--- config.mk ---
export PLATFORM = sky130hd
export DESIGN_NAME = kbd_ps2_rx
export DESIGN_NICKNAME = d
export VERILOG_FILES = /design/src/rtl/kbd_ps2_rx.sv
export SDC_FILE = /design/constraint.sdc
export NUM_CORES = 1
export LEC_CHECK = 0
export ABC_AREA = 1
export CAP_MARGIN = 20
export CORE_MARGIN = 5
export CORE_UTILIZATION = 45
export CTS_CLUSTER_SIZE = 24
export DETAILED_ROUTE_END_ITERATION = 10
export GPL_TIMING_DRIVEN = 0
export PLACE_DENSITY_LB_ADDON = 0.08
export SETUP_SLACK_MARGIN = 0.5
export SYNTH_ARGS = -nofsm -noshare
export SYNTH_HDL_FRONTEND = slang
export SYNTH_SLANG_ARGS = --single-unit
--- constraint.sdc ---
create_clock -name clk -period 2.4 [get_ports clk]
set_input_delay 0.24 -clock clk [delete_from_list [all_inputs] [get_ports clk]]
set_output_delay 0.24 -clock clk [all_outputs]
set_load 0.005 [all_outputs]
--- src/rtl/kbd_ps2_rx.sv ---
// PS/2 set-2 keyboard receiver: synchronizes the device lines, deframes bytes and
// translates make/break codes into the Hack KEYBOARD word.
//
// state     | meaning
// ----------+---------------------------------------------------------
// ST_IDLE   | waiting for a start bit (falling edge with data low)
// ST_DATA   | shifting in the 8 data bits, LSB first
// ST_PARITY | capturing the odd-parity bit
// ST_STOP   | checking stop bit and parity, then acting on the byte
module kbd_ps2_rx #(
    parameter int TIMEOUT = 50000
) (
    input  logic        clk,
    input  logic        reset,
    input  logic        ps2_clk,
    input  logic        ps2_data,
    output logic [15:0] key,
    output logic        frame_valid,
    output logic        frame_err
);

    localparam logic [1:0] ST_IDLE   = 2'd0;
    localparam logic [1:0] ST_DATA   = 2'd1;
    localparam logic [1:0] ST_PARITY = 2'd2;
    localparam logic [1:0] ST_STOP   = 2'd3;

    localparam int TW = (TIMEOUT > 1) ? $clog2(TIMEOUT) : 1;
    localparam logic [TW-1:0] TMR_LOAD = TW'(TIMEOUT - 1);

    logic          clk_s1_q, clk_s2_q, clk_prev_q;
    logic          dat_s1_q, dat_s2_q;
    logic [1:0]    state_q, state_d;
    logic [2:0]    bit_cnt_q, bit_cnt_d;
    logic [7:0]    shift_q, shift_d;
    logic          par_q, par_d;
    logic [TW-1:0] tmr_q, tmr_d;
    logic          ext_q, ext_d;
    logic          brk_q, brk_d;
    logic [7:0]    key_q, key_d;
    logic          frame_valid_q, frame_valid_d;
    logic          frame_err_q, frame_err_d;

    logic          fall;
    logic          din;
    logic [7:0]    xlat;
    logic          xlat_hit;

    assign fall = clk_prev_q & ~clk_s2_q;
    assign din  = dat_s2_q;

    // Every mapped Hack code is nonzero, so zero doubles as "unmapped".
    always_comb begin
        xlat = 8'd0;
        if (ext_q) begin
            case (shift_q)
                8'h6B:   xlat = 8'd130;
                8'h75:   xlat = 8'd131;
                8'h74:   xlat = 8'd132;
                8'h72:   xlat = 8'd133;
                default: xlat = 8'd0;
            endcase
        end else begin
            case (shift_q)
                8'h1C: xlat = 8'd65;
                8'h32: xlat = 8'd66;
                8'h21: xlat = 8'd67;
                8'h23: xlat = 8'd68;
                8'h24: xlat = 8'd69;
                8'h2B: xlat = 8'd70;
                8'h34: xlat = 8'd71;
                8'h33: xlat = 8'd72;
                8'h43: xlat = 8'd73;
                8'h3B: xlat = 8'd74;
                8'h42: xlat = 8'd75;
                8'h4B: xlat = 8'd76;
                8'h3A: xlat = 8'd77;
                8'h31: xlat = 8'd78;
                8'h44: xlat = 8'd79;
                8'h4D: xlat = 8'd80;
                8'h15: xlat = 8'd81;
                8'h2D: xlat = 8'd82;
                8'h1B: xlat = 8'd83;
                8'h2C: xlat = 8'd84;
                8'h3C: xlat = 8'd85;
                8'h2A: xlat = 8'd86;
                8'h1D: xlat = 8'd87;
                8'h22: xlat = 8'd88;
                8'h35: xlat = 8'd89;
                8'h1A: xlat = 8'd90;
                8'h45: xlat = 8'd48;
                8'h16: xlat = 8'd49;
                8'h1E: xlat = 8'd50;
                8'h26: xlat = 8'd51;
                8'h25: xlat = 8'd52;
                8'h2E: xlat = 8'd53;
                8'h36: xlat = 8'd54;
                8'h3D: xlat = 8'd55;
                8'h3E: xlat = 8'd56;
                8'h46: xlat = 8'd57;
                8'h29: xlat = 8'd32;
                8'h5A: xlat = 8'd128;
                8'h66: xlat = 8'd129;
                8'h76: xlat = 8'd140;
                default: xlat = 8'd0;
            endcase
        end
        xlat_hit = (xlat != 8'd0);
    end

    always_comb begin
        state_d       = state_q;
        bit_cnt_d     = bit_cnt_q;
        shift_d       = shift_q;
        par_d         = par_q;
        tmr_d         = tmr_q;
        ext_d         = ext_q;
        brk_d         = brk_q;
        key_d         = key_q;
        frame_valid_d = 1'b0;
        frame_err_d   = 1'b0;

        if (state_q == ST_IDLE) begin
            tmr_d     = '0;
            bit_cnt_d = 3'd0;
            if (fall && !din) begin
                state_d = ST_DATA;
                tmr_d   = TMR_LOAD;
            end
        end else if (fall) begin
            tmr_d = TMR_LOAD;
            case (state_q)
                ST_DATA: begin
                    shift_d   = {din, shift_q[7:1]};
                    bit_cnt_d = bit_cnt_q + 3'd1;
                    if (bit_cnt_q == 3'd7) state_d = ST_PARITY;
                end
                ST_PARITY: begin
                    par_d   = din;
                    state_d = ST_STOP;
                end
                default: begin
                    state_d = ST_IDLE;
                    if (din && (^{shift_q, par_q})) begin
                        frame_valid_d = 1'b1;
                        if (shift_q == 8'hE0) begin
                            ext_d = 1'b1;
                        end else if (shift_q == 8'hF0) begin
                            brk_d = 1'b1;
                        end else begin
                            if (xlat_hit) begin
                                if (!brk_q)             key_d = xlat;
                                else if (key_q == xlat) key_d = 8'd0;
                            end
                            ext_d = 1'b0;
                            brk_d = 1'b0;
                        end
                    end else begin
                        frame_err_d = 1'b1;
                        ext_d       = 1'b0;
                        brk_d       = 1'b0;
                    end
                end
            endcase
        end else if (tmr_q == '0) begin
            state_d     = ST_IDLE;
            frame_err_d = 1'b1;
            ext_d       = 1'b0;
            brk_d       = 1'b0;
        end else begin
            tmr_d = tmr_q - TW'(1);
        end
    end

    always_ff @(posedge clk) begin
        if (reset) begin
            clk_s1_q      <= 1'b1;
            clk_s2_q      <= 1'b1;
            clk_prev_q    <= 1'b1;
            dat_s1_q      <= 1'b1;
            dat_s2_q      <= 1'b1;
            state_q       <= ST_IDLE;
            bit_cnt_q     <= 3'd0;
            shift_q       <= 8'd0;
            par_q         <= 1'b0;
            tmr_q         <= '0;
            ext_q         <= 1'b0;
            brk_q         <= 1'b0;
            key_q         <= 8'd0;
            frame_valid_q <= 1'b0;
            frame_err_q   <= 1'b0;
        end else begin
            clk_s1_q      <= ps2_clk;
            clk_s2_q      <= clk_s1_q;
            clk_prev_q    <= clk_s2_q;
            dat_s1_q      <= ps2_data;
            dat_s2_q      <= dat_s1_q;
            state_q       <= state_d;
            bit_cnt_q     <= bit_cnt_d;
            shift_q       <= shift_d;
            par_q         <= par_d;
            tmr_q         <= tmr_d;
            ext_q         <= ext_d;
            brk_q         <= brk_d;
            key_q         <= key_d;
            frame_valid_q <= frame_valid_d;
            frame_err_q   <= frame_err_d;
        end
    end

    assign key         = {8'h00, key_q};
    assign frame_valid = frame_valid_q;
    assign frame_err   = frame_err_q;

endmodule

* Word-level counts from Yosys, hierarchy flattened
Memories as Yosys holds them, arrays and structs flattened. A register that Yosys moved wholly into a read port is not among the register bits.
Cells that the tools add are included.
** Word-level totals
- Memories kept :: 1
- Bits in read-only memories :: 1024
- Output and inout bits :: 18
- Bits in registers :: 47
** Memories
- (no name shown) :: depth 128, bits a word 8, rd ports 1, clocked after memory_dff 1, write ports 0, RTL line 63 : case (shift_q)
** Cells by class
- Equality and inequality tests :: 17
- Multiplexer cells :: 33
- Reductions and logical operators :: 19
- Bitwise gates (word level) :: 7
- Add/sub/neg operators :: 2
** Operator list (number)
- 16-bit 2-to-1 mux :: 4
- 8-bit by 7-bit == test with 1-bit output (second input constant) :: 4
- 8-bit 2-to-1 mux :: 4
- 8-bit case mux with 4 select lines :: 1
- 8-bit == test (second input constant) :: 2
- 16-bit zero test :: 1
- 1-bit 2-to-1 mux :: 16
- 16-bit by 1-bit subtractor with 16-bit output (second input constant) :: 1
- 7-bit 2-to-1 mux :: 2
- 2-bit 2-to-1 mux :: 5
- 3-bit AND reduction :: 3
- 9-bit XOR reduction :: 1
- 8-bit == test :: 1
- 4-bit inequality test (second input constant) :: 2
- 4-bit AND reduction :: 2
- 8-bit AND reduction :: 1
- 8-bit nonzero test :: 1
- 3-bit inequality test (second input constant) :: 2
- 1-bit NOT :: 6
- 5-bit OR reduction :: 1
- 2-bit by 1-bit inequality test with 1-bit output (second input constant) :: 2
- 2-bit case mux with 2 select lines :: 1
- 2-bit OR reduction :: 2
- 3-bit by 1-bit adder with 3-bit output (second input constant) :: 1
- 11 further kinds :: 12

* Logic depth before layout (Yosys ltp)
Gate-level depths: netlist (run 1).
- Depth in word-level cells :: 6
- Gate-level depth with buffers :: 20
- Depth with buffers taken out :: 20

* Least setup slack after synthesis (run 1)
Ideal clock, no wire load.
- Path type :: register to register
- Start point :: register state_q[1]
- End point :: register with a tool-made name
- Path buffers :: 0
- Arrival time :: 2.138 ns
- Setup slack :: 0.203 ns
- Cell stages (with the launch flop) :: 20
- Library setup time :: 0.059 ns
- Cell sequence :: dfxtp_1 > inv_1 > ha_1 > inv_1 > nor2_2 > nand2_2 > nand2_1 > nand3_1 > inv_1 > ha_1 > inv_1 > nor2_2 > inv_1 > nor2_1 > nor2_1 > nand3_1 > nand3_1 > nand2_1 > nand2_1 > nand2_1
** RTL lines
- from (decl) :: RTL line 32 : logic [1:0] state_q, state_d;
- from (signal assigned) :: RTL line 197 : state_q <= state_d;

==> results.md, run 1 <==
- CP delay by family, top: simple AND/OR/NAND/NOR gates
- Power, Total: 3950 uW
- VDD IR max: 0.637 mV
- Detailed-route wire length per cell: 12.2 um
- Buffers on Ports: 12
- Most common cell after layout, fill and taps aside: nand2_1
- Slew headroom: 58.0%
- Count of endpoints failing setup in the final report: 0
- Pwr Density: 837 nW/um2
- Worst hold path class: in -> reg
- Min-Delay Path Depth: 2
- Worst r2r src: state_q[1]
- Final hold vios: 0
- Layout Skew: ~0.0096 ns
- Lkg Pwr: 0.00221 uW
- Period utilisation layout: ~88%
- CP max FO: 7
- Post-Syn Area: 3560 um2
- FF-to-FF setup slack: 0.30 ns
- Most frequent cells in the layout: 137 x nand2_1, 59 x inv_1, 42 x dfxtp_1
- Worst setup SP type: flop
- Synth Area per Inst: 6.25 um2
- Fill cell count: 710
- CTS tree: done
- Gate power share: 55.4%
- Sequential group share of total power: 30.8%
- CP endpoint kind: flop
- Clk slew on worst S/H paths: roughly 0.1 ns
- Starting DRT DRC Count: 220
- Number of library cell types mapped by synthesis: 37
- Root Driver: clkbuf_8
- Switching share of power: 45.7%
- Pre-CTS setup slack: about 0.15 ns
- Row cnt: 32
- Crit path cell chain: inv_4 > ha_4 > inv_4 > nor2_4 > nand2_4 > nor2_4 > nor2_4 > nand2_4 > inv_4 > ha_4 > nand2_4 > nand2_2 > nand2_1 > nand3_1 > o211ai_1 > nand2_1 > nand2_1 > nand2_1
- Total die area: between 9000 and 10000 um2
- Worst Path Buf+Inv: 3
- Hold Startpoint: reset
- Hold EP: shift_q[6]
- HPWL Detailed: 6360 um
- Layout cells sized above 1: a little under a third
- Die Width: about 100 um
- First-pass GRT wire length: about 15000 um
- Register-to-Register Path Depth: 18
- Area delta synth->final: 32.6%
- Max cap viols: 0
- Clock power share: 13.8%
- Int Power: 2150 uW
- Sink Count: 55
- Dpl cells: roughly 700
- CP required: ~2.6 ns
- Largest net degree at the start of global routing: 17
- Placer Congestion: between 0.9 and 1
- Psw: 1800 uW
- Actual slew at the worst max-slew pin: 0.630 ns
- Post-route ant nets: 0
- RSZ-0062 raised after global routing: true
- CP max stage delay: 0.35 ns
- Vias: 3679
- Most frequent CP cell: nand2_1
- Initial antenna violation count: 0
- Final setup margin: 0.300 ns
- # IOs: 22
- Yosys warnings: 0
- Max Buffers Root-to-Sink: 2
- Tmin final: approximately 2.1 ns
- Highest clock rate: ~480 MHz
- CTS buffer count: 5
- Cells after synthesis: 570
- Crit path arrival time: 2.31 ns
- Drt pass-1 iters: 7
- Core footprint: 7730 um2
- Vias per cell: between 5 and 6
- Worst-Skew Late Latency: 0.31 ns
- Fin nets: 646
- Residual DRC: 0
- GRT overflow: 0
- Vias in the first global route: 3263
- ANT cells: 0
- Status: finished clean
- Final core occ: between 60 and 70%
- Slew Limit Fails: 0
- Setup CP Type: reg -> reg
- CP max stage cell: dfxtp_2
- Sequential fraction of the synthesis area: 30.9%
- Starting Density: a little under half
- Total track usage: 17.9%
- Sum Neg Setup Slack: 0 ns
- Die Ht: 99.0 um
- H-Tree Depth: 2
- Synthesized flop and latch total: 55
- Detailed Route WL: 8900 um
- Final std cells w/o fill: 732
[cells in the mapped netlist]
master	number	area [um2]
nand2_2	6	37.5
nand2_1	163	612
buf_6	1	11.3
conb_1	1	3.75
clkbuf_1	3	11.3
ha_1	13	163
a21oi_2	1	8.76
inv_1	75	282
inv_2	9	33.8
buf_2	4	20.0
nand2_4	1	11.3
a21oi_1	33	165
nand3_2	2	20.0
nor4_1	2	12.5
clkinv_1	7	26.3
xor2_1	1	8.76
xnor2_1	4	35.0
nor3_4	1	16.3
dfxtp_1	55	1100
or2_1	1	6.26
buf_4	9	67.6
or2_2	5	31.3
nand3b_1	2	15.0
nor3_1	8	40.0
a211oi_1	4	30.0
nor2_1	57	214
nand3_1	47	235
o21ai_1	6	30.0
o211ai_1	3	22.5
a31oi_1	2	12.5
a311oi_1	2	17.5
a21boi_0	1	7.51
nand4_1	5	31.3
o21ai_0	24	120
nor3_2	3	30.0
nor2_2	6	37.5
nor2_4	3	33.8
[kinds of logic (layout without fill, tap and decap cells)]
family          count (synthesis)  count (layout)  synth area share (%)
xor+xnor                        5               5                  1.23
buf+inv                       108             161                  12.7
fa+ha+maj                      13              13                  4.57
simple gates                  312             312                  38.9
flops                          55              55                  30.9
other cells                     1               8                 0.105
compound gates                 76              76                  11.6
[layer usage]
layer | up-vias | global-route usage, % | share of wire [%]
li1 | 1907 | - | -
met1 | 1667 | 25.8 | 48
met2 | 90 | 27.5 | 45
met3 | 15 | 2.83 | 4.8
met4 | 0 | 5.25 | 1.8
met5 | - | 0 | 0
[power by group through the flow]
| stage | Clock, uW | Sequential (uW) | Combinational [uW] |
|---|---|---|---|
| final | 545 | 1220 | 2190 |
| after floorplan | 0 | 1190 | 1380 |
| after global placement | 0 | 1210 | 1700 |
| after detailed placement | 0 | 1210 | 1720 |
| after global routing | 599 | 1240 | 2480 |
| after CTS | 559 | 1200 | 1810 |
[cell type report]
class | instances | area [um2] | area share, %
multi-input cells | 414 | 2490 | 52.7
clock inverters | 1 | 8.76 | 0.185
flip-flops and latches | 55 | 1130 | 23.9
plain buffers | 17 | 120 | 2.54
well taps | 102 | 128 | 2.70
inverters | 91 | 363 | 7.68
repair buffers | 45 | 397 | 8.40
clock buffers | 7 | 86.3 | 1.83
[through the flow]
step                hold WS [ns]  area, um2
finish                     0.266       4720
global route               0.271       4720
CTS                        0.273       4410
detailed placement         0.399       3970
global placement           0.393       3970
floorplan                  0.344       3720
[repair_timing]
item / 4_1_cts / 5_1_grt
resized for setup: 44 / 80
hold buffers: 0 / 0
pin swaps: 24 / 34
endpoints found under the setup margin: 25 / 33
buffers inserted: 22 / 11
[worst max-delay path by stage]
| stage | from | endpoint | slack [ns] | cells past startpoint |
|---|---|---|---|---|
| after global placement | clk_prev_q | flop | 0.15 | 16 |
| after detailed placement | clk_prev_q | flop | 0.15 | 16 |
| after global routing | state_q[1] | flop | 0.16 | 18 |
| final | state_q[1] | flop | 0.30 | 18 |
| after CTS | state_q[1] | flop | 0.31 | 19 |
| after floorplan | state_q[1] | flop | 0.46 | 19 |
No activity file was read; power rests on OpenSTA's default activity.
==> inputs of run 2 (changes only) <==
- CELL_PAD_IN_SITES_DETAIL_PLACEMENT: default -> 1
- CELL_PAD_IN_SITES_GLOBAL_PLACEMENT: default -> 1
- CORE_UTILIZATION: 45 -> 42
==> run 2 against run 1 <==
Net effect: first-iteration DRC count down 34%; fmax down 5.0%; cell area about the same; via count up 4.9%.
==> results.md, run 2 (synthesis results as in run 1) <==
- Residual DRC: 0 (unchanged)
- Starting Density: 43.1% (-3.0 points)
- Die Ht: 102 um (+3.2%)
- CP max stage delay: 0.35 ns (about the same)
- GRT overflow: 0 (unchanged)
- Initial antenna violation count: 0 (unchanged)
- Detailed-route wire length per cell: 16.2 um (+34%)
- Vias in the first global route: 3965 (+22%)
- Actual slew at the worst max-slew pin: 0.622 ns (-0.00723 ns)
- Sink Count: 55 (unchanged)
- Root Driver: clkbuf_8
- Worst Path Buf+Inv: 4 (+1)
- Buffers on Ports: 12 (unchanged)
- CTS buffer count: 5 (unchanged)
- Fin nets: 645 (-0.15%)
- Crit path arrival time: 2.41 ns (+0.10 ns)
- Highest clock rate: 452 MHz (-5.0%)
- RSZ-0062 raised after global routing: true
- CP delay by family, top: simple AND/OR/NAND/NOR gates
- Layout Skew: 0.0182 ns (+0.00864 ns)
- Vias: 3859 (+4.9%)
- Most frequent CP cell: nand2_1
- # IOs: 22 (unchanged)
- Max Buffers Root-to-Sink: 2 (unchanged)
- CP endpoint kind: flop
- HPWL Detailed: 7980 um (+25%)
- Worst setup SP type: flop
- Status: finished clean
- Max cap viols: 0 (unchanged)
- CP max FO: 7 (unchanged)
- Slew headroom: 58.5% (+0.48 points)
- Slew Limit Fails: 0 (unchanged)
- Core footprint: 8260 um2 (+6.9%)
- VDD IR max: 0.905 mV (+42%)
- Detailed Route WL: 11900 um (+34%)
- First-pass GRT wire length: 18900 um (+27%)
- CP required: 2.60 ns (about the same)
- Total track usage: 22.3% (+4.4 points)
- Placer Congestion: 0.884 (-5.7%)
- H-Tree Depth: 2 (unchanged)
- CP max stage cell: dfxtp_2
- Die Width: 102 um (+3.2%)
- Drt pass-1 iters: 4 (-3)
- Row cnt: 33 (+3.1%)
- Count of endpoints failing setup in the final report: 0 (unchanged)
- Worst-Skew Late Latency: 0.31 ns (about the same)
- Pwr Density: 936 nW/um2 (+12%)
- Setup CP Type: reg -> reg
- Vias per cell: 5.26 (+4.7%)
- Sum Neg Setup Slack: 0 ns (unchanged)
- Layout cells sized above 1: 30.9% (-0.54 points)
- Crit path cell chain: inv_4 > ha_4 > inv_4 > nor2_4 > nand2_4 > nor2_4 > nor2_4 > nand2_4 > inv_4 > ha_4 > nand2_4 > inv_4 > nand2_2 > nand2_1 > nand2_1 > nand2_1 > nand2_1 > nand2_1 > nand2_1 > nand2_1
- Clk slew on worst S/H paths: 0.11 ns (about the same)
- CTS tree: done
- ANT cells: 0 (unchanged)
- Period utilisation layout: 92.1% (+4.6 points)
- Starting DRT DRC Count: 146 (-34%)
- Worst hold path class: in -> reg
- Total die area: 10400 um2 (+6.4%)
- Post-route ant nets: 0 (unchanged)
- Final hold vios: 0 (unchanged)
- Most common cell after layout, fill and taps aside: nand2_1
- Tmin final: 2.21 ns (+0.111 ns)
- Hold_ws: 0.339 ns (+0.0733 ns)
- Lkg Pwr: 0.00218 uW (-1.1%)
- Most frequent cells in the layout: 136 x nand2_1, 60 x inv_1, 44 x dfxtp_1
- Largest net degree at the start of global routing: 18 (+1)
- Fill cell count: 1089 (+53%)
- Area delta synth->final: 32.7% (about the same)
run 2: routing by layer:
| layer | global-route usage (%) | part of all wire [%] | up-vias |
|---|---|---|---|
| li1 | - | - | 1902 |
| met1 | 29.6 | 45 | 1878 |
| met2 | 39.1 | 51 | 62 |
| met3 | 2.39 | 2.4 | 17 |
| met4 | 4.94 | 1.2 | 0 |
| met5 | 0 | 0 | - |
run 2: area by class of cell:
| class | instances | area (um2) | share of cell area, % |
|---|---|---|---|
| inverters | 91 | 362 | 7.65 |
| clock inverters | 2 | 16.3 | 0.344 |
| repair buffers | 44 | 385 | 8.15 |
| well taps | 105 | 131 | 2.78 |
| flip-flops and latches | 55 | 1120 | 23.8 |
| clock buffers | 5 | 68.8 | 1.46 |
| plain buffers | 17 | 126 | 2.67 |
| multi-input cells | 414 | 2510 | 53.1 |
run 2: worst paths after layout:
check                           startpoint         end  slack [ns]  depth (start not counted)
worst max-delay path            state_q[1]        flop        0.19                         20
worst min-delay path                 reset  shift_q[6]        0.34                          2
worst max register to register  state_q[1]        flop        0.19                         20
worst min register to register    dat_s1_q    dat_s2_q        0.43                          1
run 2: power by group:
part	internal (uW)	leakage [uW]	switching [uW]
registers	1070	0.000452	160
logic	1060	0.00169	1600
clock network	205	0.0000406	325
total	2340	0.00218	2080
run 2: what timing repair did:
action / in CTS / in global routing
hold endpoints to repair: 0 / 0
resized for setup: 37 / 90
pin swaps: 20 / 33
setup buffers: 17 / 15
hold buffers: 0 / 0
setup endpoints to repair: 27 / 37
run 2: through the flow:
step	total power [uW]	area, um2	setup WS, ns	util, %	instances
2_1_floorplan	2570	3720	0.464	-	577
4_1_cts	3690	4340	0.257	52.6	718
6_report	4420	4730	0.189	57.2	733
3_3_place_gp	2940	3970	0.0979	48.1	694
3_5_place_dp	3030	3970	0.0701	48.1	694
5_1_grt	4790	4730	0.0200	57.2	733
